<file path="src/rtl/infix_sequencer_pkg.sv">
// Shared definitions for the infix-to-postfix sequencer.
// Contents: token kind codes, ASCII operator characters, FSM state enum and
// the operator precedence helper used when popping the operator LIFO.
package infix_sequencer_pkg;

    localparam logic [2:0] TOK_NUM  = 3'd0;
    localparam logic [2:0] TOK_OP   = 3'd1;
    localparam logic [2:0] TOK_LPAR = 3'd2;
    localparam logic [2:0] TOK_RPAR = 3'd3;
    localparam logic [2:0] TOK_END  = 3'd4;

    localparam logic [7:0] CH_ADD  = 8'h2B;  // '+'
    localparam logic [7:0] CH_SUB  = 8'h2D;  // '-'
    localparam logic [7:0] CH_MUL  = 8'h2A;  // '*'
    localparam logic [7:0] CH_DIV  = 8'h2F;  // '/'
    localparam logic [7:0] CH_LPAR = 8'h28;  // '('

    typedef enum logic [2:0] {
        ST_ACCEPT,
        ST_EMIT_NUM,
        ST_POP_PREC,
        ST_PUSH_OP,
        ST_POP_PAREN,
        ST_FLUSH,
        ST_FINISH,
        ST_ERR
    } state_e;

    // Precedence of an operator character; 0 means "not an operator",
    // which also ranks a parenthesis below every real operator.
    function automatic logic [1:0] prec(input logic [7:0] ch);
        case (ch)
            CH_MUL, CH_DIV: prec = 2'd2;
            CH_ADD, CH_SUB: prec = 2'd1;
            default:        prec = 2'd0;
        endcase
    endfunction

endpackage

</file>
<file path="src/rtl/infix_sequencer_if.sv">
// Bundle of the token input channel, the evaluator strobe interface and the
// sequencer status flags.
//   TOK_VALID/TOK_READY/TOK_KIND/TOK_DATA : infix token handshake
//   EV_NUMBER/EV_NUMBER_STB/EV_SIGN/EV_SIGN_STB/EV_BUSY : evaluator side
//   BUSY/DONE/ERROR : sequencer status
// master = the sequencer, slave = token source plus evaluator.
interface infix_sequencer_if #(
    parameter int DW = 8
);
    logic          TOK_VALID;
    logic          TOK_READY;
    logic [2:0]    TOK_KIND;
    logic [DW-1:0] TOK_DATA;
    logic [DW-1:0] EV_NUMBER;
    logic          EV_NUMBER_STB;
    logic [DW-1:0] EV_SIGN;
    logic          EV_SIGN_STB;
    logic          EV_BUSY;
    logic          BUSY;
    logic          DONE;
    logic          ERROR;

    modport master (
        input  TOK_VALID, TOK_KIND, TOK_DATA, EV_BUSY,
        output TOK_READY, EV_NUMBER, EV_NUMBER_STB, EV_SIGN, EV_SIGN_STB,
               BUSY, DONE, ERROR
    );

    modport slave (
        output TOK_VALID, TOK_KIND, TOK_DATA, EV_BUSY,
        input  TOK_READY, EV_NUMBER, EV_NUMBER_STB, EV_SIGN, EV_SIGN_STB,
               BUSY, DONE, ERROR
    );
endinterface

</file>
<file path="src/rtl/infix_sequencer_op_lifo.sv">
// Operator / left-parenthesis stack for the shunting-yard sequencer.
// Entry = {is_lpar, char}.
//   CLK, RST     : clock, synchronous active-high reset (empties the stack)
//   push_i       : write push_data_i on top (ignored when full)
//   pop_i        : discard top entry (ignored when empty)
//   top_o        : current top entry, valid when !empty_o
//   empty_o/full_o : occupancy flags
// The caller never asserts push_i and pop_i together.
module infix_sequencer_op_lifo #(
    parameter int OP_DEPTH = 8,
    parameter int EW       = 9
) (
    input  logic          CLK,
    input  logic          RST,
    input  logic          push_i,
    input  logic          pop_i,
    input  logic [EW-1:0] push_data_i,
    output logic [EW-1:0] top_o,
    output logic          empty_o,
    output logic          full_o
);
    localparam int AW = (OP_DEPTH > 1) ? $clog2(OP_DEPTH) : 1;
    localparam int CW = $clog2(OP_DEPTH + 1);

    logic [EW-1:0] mem_q [OP_DEPTH];
    logic [CW-1:0] count_q;
    logic [CW-1:0] count_d;
    logic [CW-1:0] top_idx;

    assign empty_o = (count_q == '0);
    assign full_o  = (count_q == CW'(OP_DEPTH));
    assign top_idx = count_q - CW'(1);
    assign top_o   = mem_q[top_idx[AW-1:0]];

    always_comb begin
        count_d = count_q;
        if (push_i && !full_o) begin
            count_d = count_q + CW'(1);
        end else if (pop_i && !empty_o) begin
            count_d = count_q - CW'(1);
        end
    end

    always_ff @(posedge CLK) begin
        if (RST) begin
            count_q <= '0;
        end else begin
            count_q <= count_d;
        end
    end

    // Storage needs no reset: only entries below count_q are ever read.
    always_ff @(posedge CLK) begin
        if (push_i && !full_o) begin
            mem_q[count_q[AW-1:0]] <= push_data_i;
        end
    end

endmodule

</file>
<file path="src/rtl/infix_sequencer.sv">
// Infix-to-postfix front end for the postfix evaluator (shunting-yard).
// Numbers are forwarded straight away; operators are parked in an internal
// LIFO and released by precedence, parentheses or the END token. Every
// emitted token is a one-cycle strobe on EV_NUMBER_STB or EV_SIGN_STB; the
// expression is closed by both strobes together.
//   CLK, RST : clock, synchronous active-high reset
//   bus      : token channel, evaluator interface and status (master side)
// Requires DW >= 8 (operators are 8-bit ASCII).
module infix_sequencer
    import infix_sequencer_pkg::*;
#(
    parameter int OP_DEPTH = 8,
    parameter int DW       = 8
) (
    input  logic                CLK,
    input  logic                RST,
    infix_sequencer_if.master   bus
);
    localparam logic [DW:0] LPAR_ENTRY = {1'b1, DW'(CH_LPAR)};

    state_e        state_q, state_d;
    logic          num_stb_q, num_stb_d;
    logic          sign_stb_q, sign_stb_d;
    logic [DW-1:0] ev_number_q, ev_number_d;
    logic [DW-1:0] ev_sign_q, ev_sign_d;
    logic          done_q, done_d;
    logic          error_q, error_d;
    logic [DW-1:0] tok_q, tok_d;

    logic          push, pop;
    logic [DW:0]   push_data;
    logic [DW:0]   top;
    logic          empty, full;

    logic          tok_ready;
    logic          fire;
    logic          op_valid;
    logic          top_is_op;
    logic          top_prec_ok;
    logic          can_issue;

    infix_sequencer_op_lifo #(
        .OP_DEPTH (OP_DEPTH),
        .EW       (DW + 1)
    ) u_lifo (
        .CLK         (CLK),
        .RST         (RST),
        .push_i      (push),
        .pop_i       (pop),
        .push_data_i (push_data),
        .top_o       (top),
        .empty_o     (empty),
        .full_o      (full)
    );

    assign tok_ready   = (state_q == ST_ACCEPT) && !error_q && !RST;
    assign fire        = bus.TOK_VALID && tok_ready;
    assign op_valid    = (prec(bus.TOK_DATA[7:0]) != 2'd0) && ((bus.TOK_DATA >> 8) == '0);
    assign top_is_op   = !empty && !top[DW];
    // Left-associative: equal precedence also pops.
    assign top_prec_ok = top_is_op && (prec(top[7:0]) >= prec(tok_q[7:0]));
    // A strobe in the current cycle blocks the next one, so the evaluator's
    // registered BUSY has time to appear before we look at it again.
    assign can_issue   = !bus.EV_BUSY && !num_stb_q && !sign_stb_q;

    // State and output registers
    always_ff @(posedge CLK) begin
        if (RST) begin
            state_q     <= ST_ACCEPT;
            num_stb_q   <= 1'b0;
            sign_stb_q  <= 1'b0;
            ev_number_q <= '0;
            ev_sign_q   <= '0;
            done_q      <= 1'b0;
            error_q     <= 1'b0;
        end else begin
            state_q     <= state_d;
            num_stb_q   <= num_stb_d;
            sign_stb_q  <= sign_stb_d;
            ev_number_q <= ev_number_d;
            ev_sign_q   <= ev_sign_d;
            done_q      <= done_d;
            error_q     <= error_d;
        end
    end

    always_ff @(posedge CLK) begin
        tok_q <= tok_d;
    end

    // Next-state logic
    always_comb begin
        state_d = state_q;
        case (state_q)
            ST_ACCEPT: begin
                if (fire) begin
                    case (bus.TOK_KIND)
                        TOK_NUM:  state_d = ST_EMIT_NUM;
                        TOK_OP:   state_d = op_valid ? ST_POP_PREC : ST_ERR;
                        TOK_LPAR: state_d = full ? ST_ERR : ST_ACCEPT;
                        TOK_RPAR: state_d = ST_POP_PAREN;
                        TOK_END:  state_d = ST_FLUSH;
                        default:  state_d = ST_ERR;
                    endcase
                end
            end
            ST_EMIT_NUM:  if (can_issue) state_d = ST_ACCEPT;
            ST_POP_PREC:  if (!top_prec_ok) state_d = ST_PUSH_OP;
            ST_PUSH_OP:   state_d = full ? ST_ERR : ST_ACCEPT;
            ST_POP_PAREN: begin
                if (empty)        state_d = ST_ERR;
                else if (top[DW]) state_d = ST_ACCEPT;
            end
            ST_FLUSH: begin
                if (empty)        state_d = ST_FINISH;
                else if (top[DW]) state_d = ST_ERR;
            end
            ST_FINISH:    if (can_issue) state_d = ST_ACCEPT;
            ST_ERR:       state_d = ST_ERR;
            default:      state_d = ST_ERR;
        endcase
    end

    // Output / datapath logic
    always_comb begin
        num_stb_d   = 1'b0;
        sign_stb_d  = 1'b0;
        ev_number_d = ev_number_q;
        ev_sign_d   = ev_sign_q;
        done_d      = done_q;
        tok_d       = tok_q;
        push        = 1'b0;
        pop         = 1'b0;
        push_data   = {1'b0, tok_q};
        case (state_q)
            ST_ACCEPT: begin
                if (fire) begin
                    done_d = 1'b0;
                    tok_d  = bus.TOK_DATA;
                    if (bus.TOK_KIND == TOK_LPAR && !full) begin
                        push      = 1'b1;
                        push_data = LPAR_ENTRY;
                    end
                end
            end
            ST_EMIT_NUM: begin
                if (can_issue) begin
                    num_stb_d   = 1'b1;
                    ev_number_d = tok_q;
                end
            end
            ST_POP_PREC: begin
                if (top_prec_ok && can_issue) begin
                    sign_stb_d = 1'b1;
                    ev_sign_d  = top[DW-1:0];
                    pop        = 1'b1;
                end
            end
            ST_PUSH_OP: begin
                push = !full;
            end
            ST_POP_PAREN, ST_FLUSH: begin
                // The matching '(' is dropped without a strobe; in FLUSH a
                // '(' on top is an error and is left for the ERR state.
                if (state_q == ST_POP_PAREN && !empty && top[DW]) begin
                    pop = 1'b1;
                end else if (top_is_op && can_issue) begin
                    sign_stb_d = 1'b1;
                    ev_sign_d  = top[DW-1:0];
                    pop        = 1'b1;
                end
            end
            ST_FINISH: begin
                if (can_issue) begin
                    num_stb_d  = 1'b1;
                    sign_stb_d = 1'b1;
                    done_d     = 1'b1;
                end
            end
            default: ;
        endcase
        error_d = error_q || (state_d == ST_ERR);
    end

    assign bus.TOK_READY     = tok_ready;
    assign bus.EV_NUMBER     = ev_number_q;
    assign bus.EV_NUMBER_STB = num_stb_q;
    assign bus.EV_SIGN       = ev_sign_q;
    assign bus.EV_SIGN_STB   = sign_stb_q;
    assign bus.BUSY          = (state_q != ST_ACCEPT);
    assign bus.DONE          = done_q;
    assign bus.ERROR         = error_q;

endmodule
</file>
<file path="src/flat_wrapper.sv">
// flat-port wrapper written by rule: the top's interface ports become plain ports
module infix_sequencer_flat import infix_sequencer_pkg::*;
#(
    parameter int OP_DEPTH = 8,
    parameter int DW       = 8
)
  (CLK, RST, bus_TOK_VALID, bus_TOK_KIND, bus_TOK_DATA, bus_EV_BUSY, bus_TOK_READY, bus_EV_NUMBER, bus_EV_NUMBER_STB, bus_EV_SIGN, bus_EV_SIGN_STB, bus_BUSY, bus_DONE, bus_ERROR);
  infix_sequencer_if #(.DW(DW)) bus_i ();
  input  logic CLK;
  input  logic RST;
  input wire logic [$bits(bus_i.TOK_VALID)-1:0] bus_TOK_VALID;
  input wire logic [$bits(bus_i.TOK_KIND)-1:0] bus_TOK_KIND;
  input wire logic [$bits(bus_i.TOK_DATA)-1:0] bus_TOK_DATA;
  input wire logic [$bits(bus_i.EV_BUSY)-1:0] bus_EV_BUSY;
  output wire logic [$bits(bus_i.TOK_READY)-1:0] bus_TOK_READY;
  output wire logic [$bits(bus_i.EV_NUMBER)-1:0] bus_EV_NUMBER;
  output wire logic [$bits(bus_i.EV_NUMBER_STB)-1:0] bus_EV_NUMBER_STB;
  output wire logic [$bits(bus_i.EV_SIGN)-1:0] bus_EV_SIGN;
  output wire logic [$bits(bus_i.EV_SIGN_STB)-1:0] bus_EV_SIGN_STB;
  output wire logic [$bits(bus_i.BUSY)-1:0] bus_BUSY;
  output wire logic [$bits(bus_i.DONE)-1:0] bus_DONE;
  output wire logic [$bits(bus_i.ERROR)-1:0] bus_ERROR;
  assign bus_i.TOK_VALID = bus_TOK_VALID;
  assign bus_i.TOK_KIND = bus_TOK_KIND;
  assign bus_i.TOK_DATA = bus_TOK_DATA;
  assign bus_i.EV_BUSY = bus_EV_BUSY;
  assign bus_TOK_READY = bus_i.TOK_READY;
  assign bus_EV_NUMBER = bus_i.EV_NUMBER;
  assign bus_EV_NUMBER_STB = bus_i.EV_NUMBER_STB;
  assign bus_EV_SIGN = bus_i.EV_SIGN;
  assign bus_EV_SIGN_STB = bus_i.EV_SIGN_STB;
  assign bus_BUSY = bus_i.BUSY;
  assign bus_DONE = bus_i.DONE;
  assign bus_ERROR = bus_i.ERROR;
  infix_sequencer #(.OP_DEPTH(OP_DEPTH), .DW(DW)) u_core (.CLK(CLK), .RST(RST), .bus(bus_i));
endmodule
</file>
<file path="config.mk">
export PLATFORM = sky130hd
export DESIGN_NAME = infix_sequencer_flat
export DESIGN_NICKNAME = d
export VERILOG_FILES = /design/src/rtl/infix_sequencer_pkg.sv /design/src/rtl/infix_sequencer_if.sv /design/src/rtl/infix_sequencer_op_lifo.sv /design/src/rtl/infix_sequencer.sv /design/src/flat_wrapper.sv
export SDC_FILE = /design/constraint.sdc
export NUM_CORES = 1
export LEC_CHECK = 0
export ABC_AREA = 0
export CAP_MARGIN = 30
export CORE_MARGIN = 2
export CORE_UTILIZATION = 60
export CTS_CLUSTER_SIZE = 25
export DETAILED_ROUTE_END_ITERATION = 10
export PLACE_DENSITY = 0.82
export SYNTH_ARGS = -nofsm -noshare
export SYNTH_HDL_FRONTEND = slang
export SYNTH_HIERARCHICAL = 1
export SYNTH_SLANG_ARGS = --single-unit
export TNS_END_PERCENT = 1
</file>
<file path="constraint.sdc">
create_clock -name CLK -period 12.6 [get_ports CLK]
set_input_delay 1.26 -clock CLK [delete_from_list [all_inputs] [get_ports CLK]]
set_output_delay 1.26 -clock CLK [all_outputs]
set_load 0.03 [all_outputs]
</file>
==> flow_summary_export.csv <==
group,metric,value,unit
floorplanning,initial_core_util,61.1,%
global_routing,grt_pass1_wl,15200,um
finish,layout_common_cells,"edfxtp_1, clkdlybuf4s50_1, nor2_1",
finish,area_delta_synth_final,13.7,%
logic_synthesis,async_reset_ff_share,0,%
timing,clock_skew,11.2,ps
clock_tree,cts_max_level,3,
routing,num_vias,2852,
timing,tns,0,ps
logic_synthesis,synth_area,0.00465,mm2
routing,drt-wirelength-per-cell,19.7,um
finish,fill_cells,527,
finish,final_common_cell,"edfxtp_1",
worst_setup_path,cp_data_arrival_time,5630,ps
floorplanning,dieHeight,92.0,um
routing,drc,0,
timing,setup_ws,7230,ps
floorplanning,die_x,92.0,um
worst_setup_path,r2r_slack,7230,ps
routing,drt-vias-per-instance,6.04,
min_path,hold_path_class,"reg2reg",
floorplanning,rows,32,
clock_tree,cts_sinks,107,
placed_design,dp_slack,6520,ps
power_and_ir_drop,p_leak,1.77,nW
clock_tree,clk_latency,370,ps
clock_tree,clk_pin_slew,90,ps
timing,period_needed,5370,ps
clock_tree,cts-root-buf,"clkbuf_8",
global_routing,track_usage,23.9,%
worst_setup_path,crit_fanout,25,
placed_design,place.gp.congestion,0.874,
worst_setup_path,required,12860,ps
floorplanning,io_pins,37,
logic_synthesis,yosysUniqueCellTypes,49,
timing,finalMaxSlewViolations,0,
timing,setup_viol,0,
flow_run,max-cap-violations,0,
logic_synthesis,syn_area_per_cell,14.1,um2
clock_tree,post-cts-setup-buffers,0,
finish,fin_nets,384,
logic_synthesis,synth_nets,348,
timing,slew_headroom,28.9,%
finish,drive_gt1_share,16.5,%
timing,grt_setup_unrepaired,"false",
finish,n_antenna_cell,0,
power_and_ir_drop,p_per_area,138,mW/mm2
logic_synthesis,synth-main-ff-cell,"edfxtp_1",
global_routing,antenna_found_initial,0,
worst_setup_path,end_kind,"register",
logic_synthesis,syn_inst,329,
worst_setup_path,startpoint_type,"register",
routing,ant_nets,0,
logic_synthesis,yosys_warnings,6,
timing,fmax,186,MHz
clock_tree,postCtsHoldBufs,0,
logic_synthesis,ys_ff_latch,107,
global_routing,grt_max_degree,31,
clock_tree,cts_repair_resize_count,0,
floorplanning,die_area,0.00846,mm2
run_status,status,"completed",
clock_tree,cts-buffers-inserted,9,
power_and_ir_drop,vdd_drop_max,0.0935,mV
worst_setup_path,worstSetupPathType,"reg2reg",
floorplanning,coreArea,0.00761,mm2
routing,drtIter0Drc,233,
routing,first_pass_iters,6,
logic_synthesis,synth_edf_count,80,
timing,finalCritPeriodShare,42.6,%
clock_tree,cts_buffer_depth,2,
timing,tightest_slew,1060,ps
global_routing,grt_pass1_vias,2960,
timing,hold_viol,0,
clock_tree,cts_tree,"built",
logic_synthesis,synth-seq-area-share,63.3,%
routing,routed_wl,9280,um
global_routing,grt-ovfl-total,0,
placed_design,numPortBuffers,36,
placed_design,hpwl,6490,um
## cell usage after synthesis (all sizes together) (3+ instances only)
| library cell | n | share of area [%] |
|---|---|---|
| edfxtp | 80 | 52 |
| nor2 | 30 | 2.5 |
| dfxtp | 27 | 12 |
| nand2 | 19 | 1.5 |
| mux4 | 18 | 8.7 |
| a21oi | 14 | 1.5 |
| nand3 | 13 | 1.5 |
| buf | 12 | 1.7 |
| mux2 | 11 | 2.7 |
| nor3 | 11 | 1.4 |
| mux2i | 10 | 2.2 |
| nand2b | 10 | 1.3 |
| inv | 9 | 0.73 |
| and2 | 6 | 1.1 |
| clkbuf | 5 | 0.40 |
| o21ai | 5 | 0.54 |
| ha | 4 | 1.1 |
| nand3b | 4 | 0.65 |
| nor2b | 4 | 0.54 |
| nor4 | 3 | 0.40 |
| xnor2 | 3 | 0.57 |
| xor2 | 3 | 0.73 |
## worst paths after layout
kind / start / cells past startpoint / to
setup / recovery: u_core/u_lifo/count_q[0]$_SDFFE_PP0P_ / 18 / u_core/u_lifo/count_q[3]$_SDFFE_PP0P_
hold / removal: u_core/bus.DONE$_SDFFE_PP0P_ / 2 / u_core/bus.DONE$_SDFFE_PP0P_
setup reg to reg: u_core/u_lifo/count_q[0]$_SDFFE_PP0P_ / 18 / u_core/u_lifo/count_q[3]$_SDFFE_PP0P_
hold reg to reg: u_core/bus.DONE$_SDFFE_PP0P_ / 2 / u_core/bus.DONE$_SDFFE_PP0P_
## cell families (layout without fill, tap and decap cells)
group           count (synthesis)  in the layout  synth area share [%]
xor+xnor                        6              6                  1.29
flops                         107            107                  63.3
mux                            39             39                  13.5
compound gates                 38             38                  5.49
fa+ha+maj                       4              4                  1.08
buf+inv                        26             67                  2.83
simple gates                  109            109                  12.4
## stage by stage
step | instances | util [%] | power [mW] | hold slack [ps] | cell area, um2
after floorplan | 329 | - | 0.492 | 525 | 4650
after global placement | 454 | 66.7 | 0.526 | 445 | 5070
after detailed placement | 455 | 66.8 | 0.530 | 452 | 5080
after CTS | 471 | 69.3 | 0.730 | 466 | 5280
after global routing | 472 | 69.4 | 0.756 | 480 | 5280
final | 472 | 69.4 | 0.727 | 465 | 5280
## layer usage
metal  track usage (%)  up-vias  routed length [um]
met5                 0        -                   0
met4              9.33        0                 187
met3              5.18       17                 577
met2              40.1      111                4710
met1              30.7     1409                3800
li1                  -     1315                   -
## final cells by class
type	count	area, um2	area share [%]
multi-input cells	196	1580	29.9
well taps	102	128	2.42
clock buffers	9	124	2.34
flip-flops and latches	107	2940	55.7
clock inverters	7	67.6	1.28
repair buffers	42	409	7.75
inverters	9	33.8	0.640
## sequential cells by signal, indices dropped and copies added, names as in the netlist
| signal | count |
|---|---|
| u_core/u_lifo/count_q | 4 |
| u_core/bus.EV_SIGN | 8 |
| u_core/bus.DONE | 1 |
| u_core/bus.EV_NUMBER | 8 |
| u_core/u_lifo/mem_q | 72 |
| u_core/tok_q | 8 |
| u_core/bus.ERROR | 1 |
| u_core/bus.EV_SIGN_STB | 1 |
| u_core/bus.EV_NUMBER_STB | 1 |
| u_core/state_q | 3 |
## worst max-delay path, stage by stage, from the launching register on
cell,delay (ps)
dfxtp_1,320
buf_4,380
inv_1,160
ha_1,880
mux4_2,400
mux2_2,290
nand3b_1,160
nor3_1,250
nand3_1,120
ha_1,310
nor3b_1,290
nor4_1,110
o21ai_1,120
buf_4,210
o41ai_1,180
mux2_1,340
o22ai_1,220
o21bai_1,160
mux2_1,340
## report_power, final
group / leakage [nW] / switching, mW / internal, mW
combinational: 0.736 / 0.0634 / 0.0448
clock: 0.0931 / 0.113 / 0.0912
sequential: 0.943 / 0.0176 / 0.397
total: 1.77 / 0.194 / 0.533
Note: power is estimated with default switching activity, not from simulation.
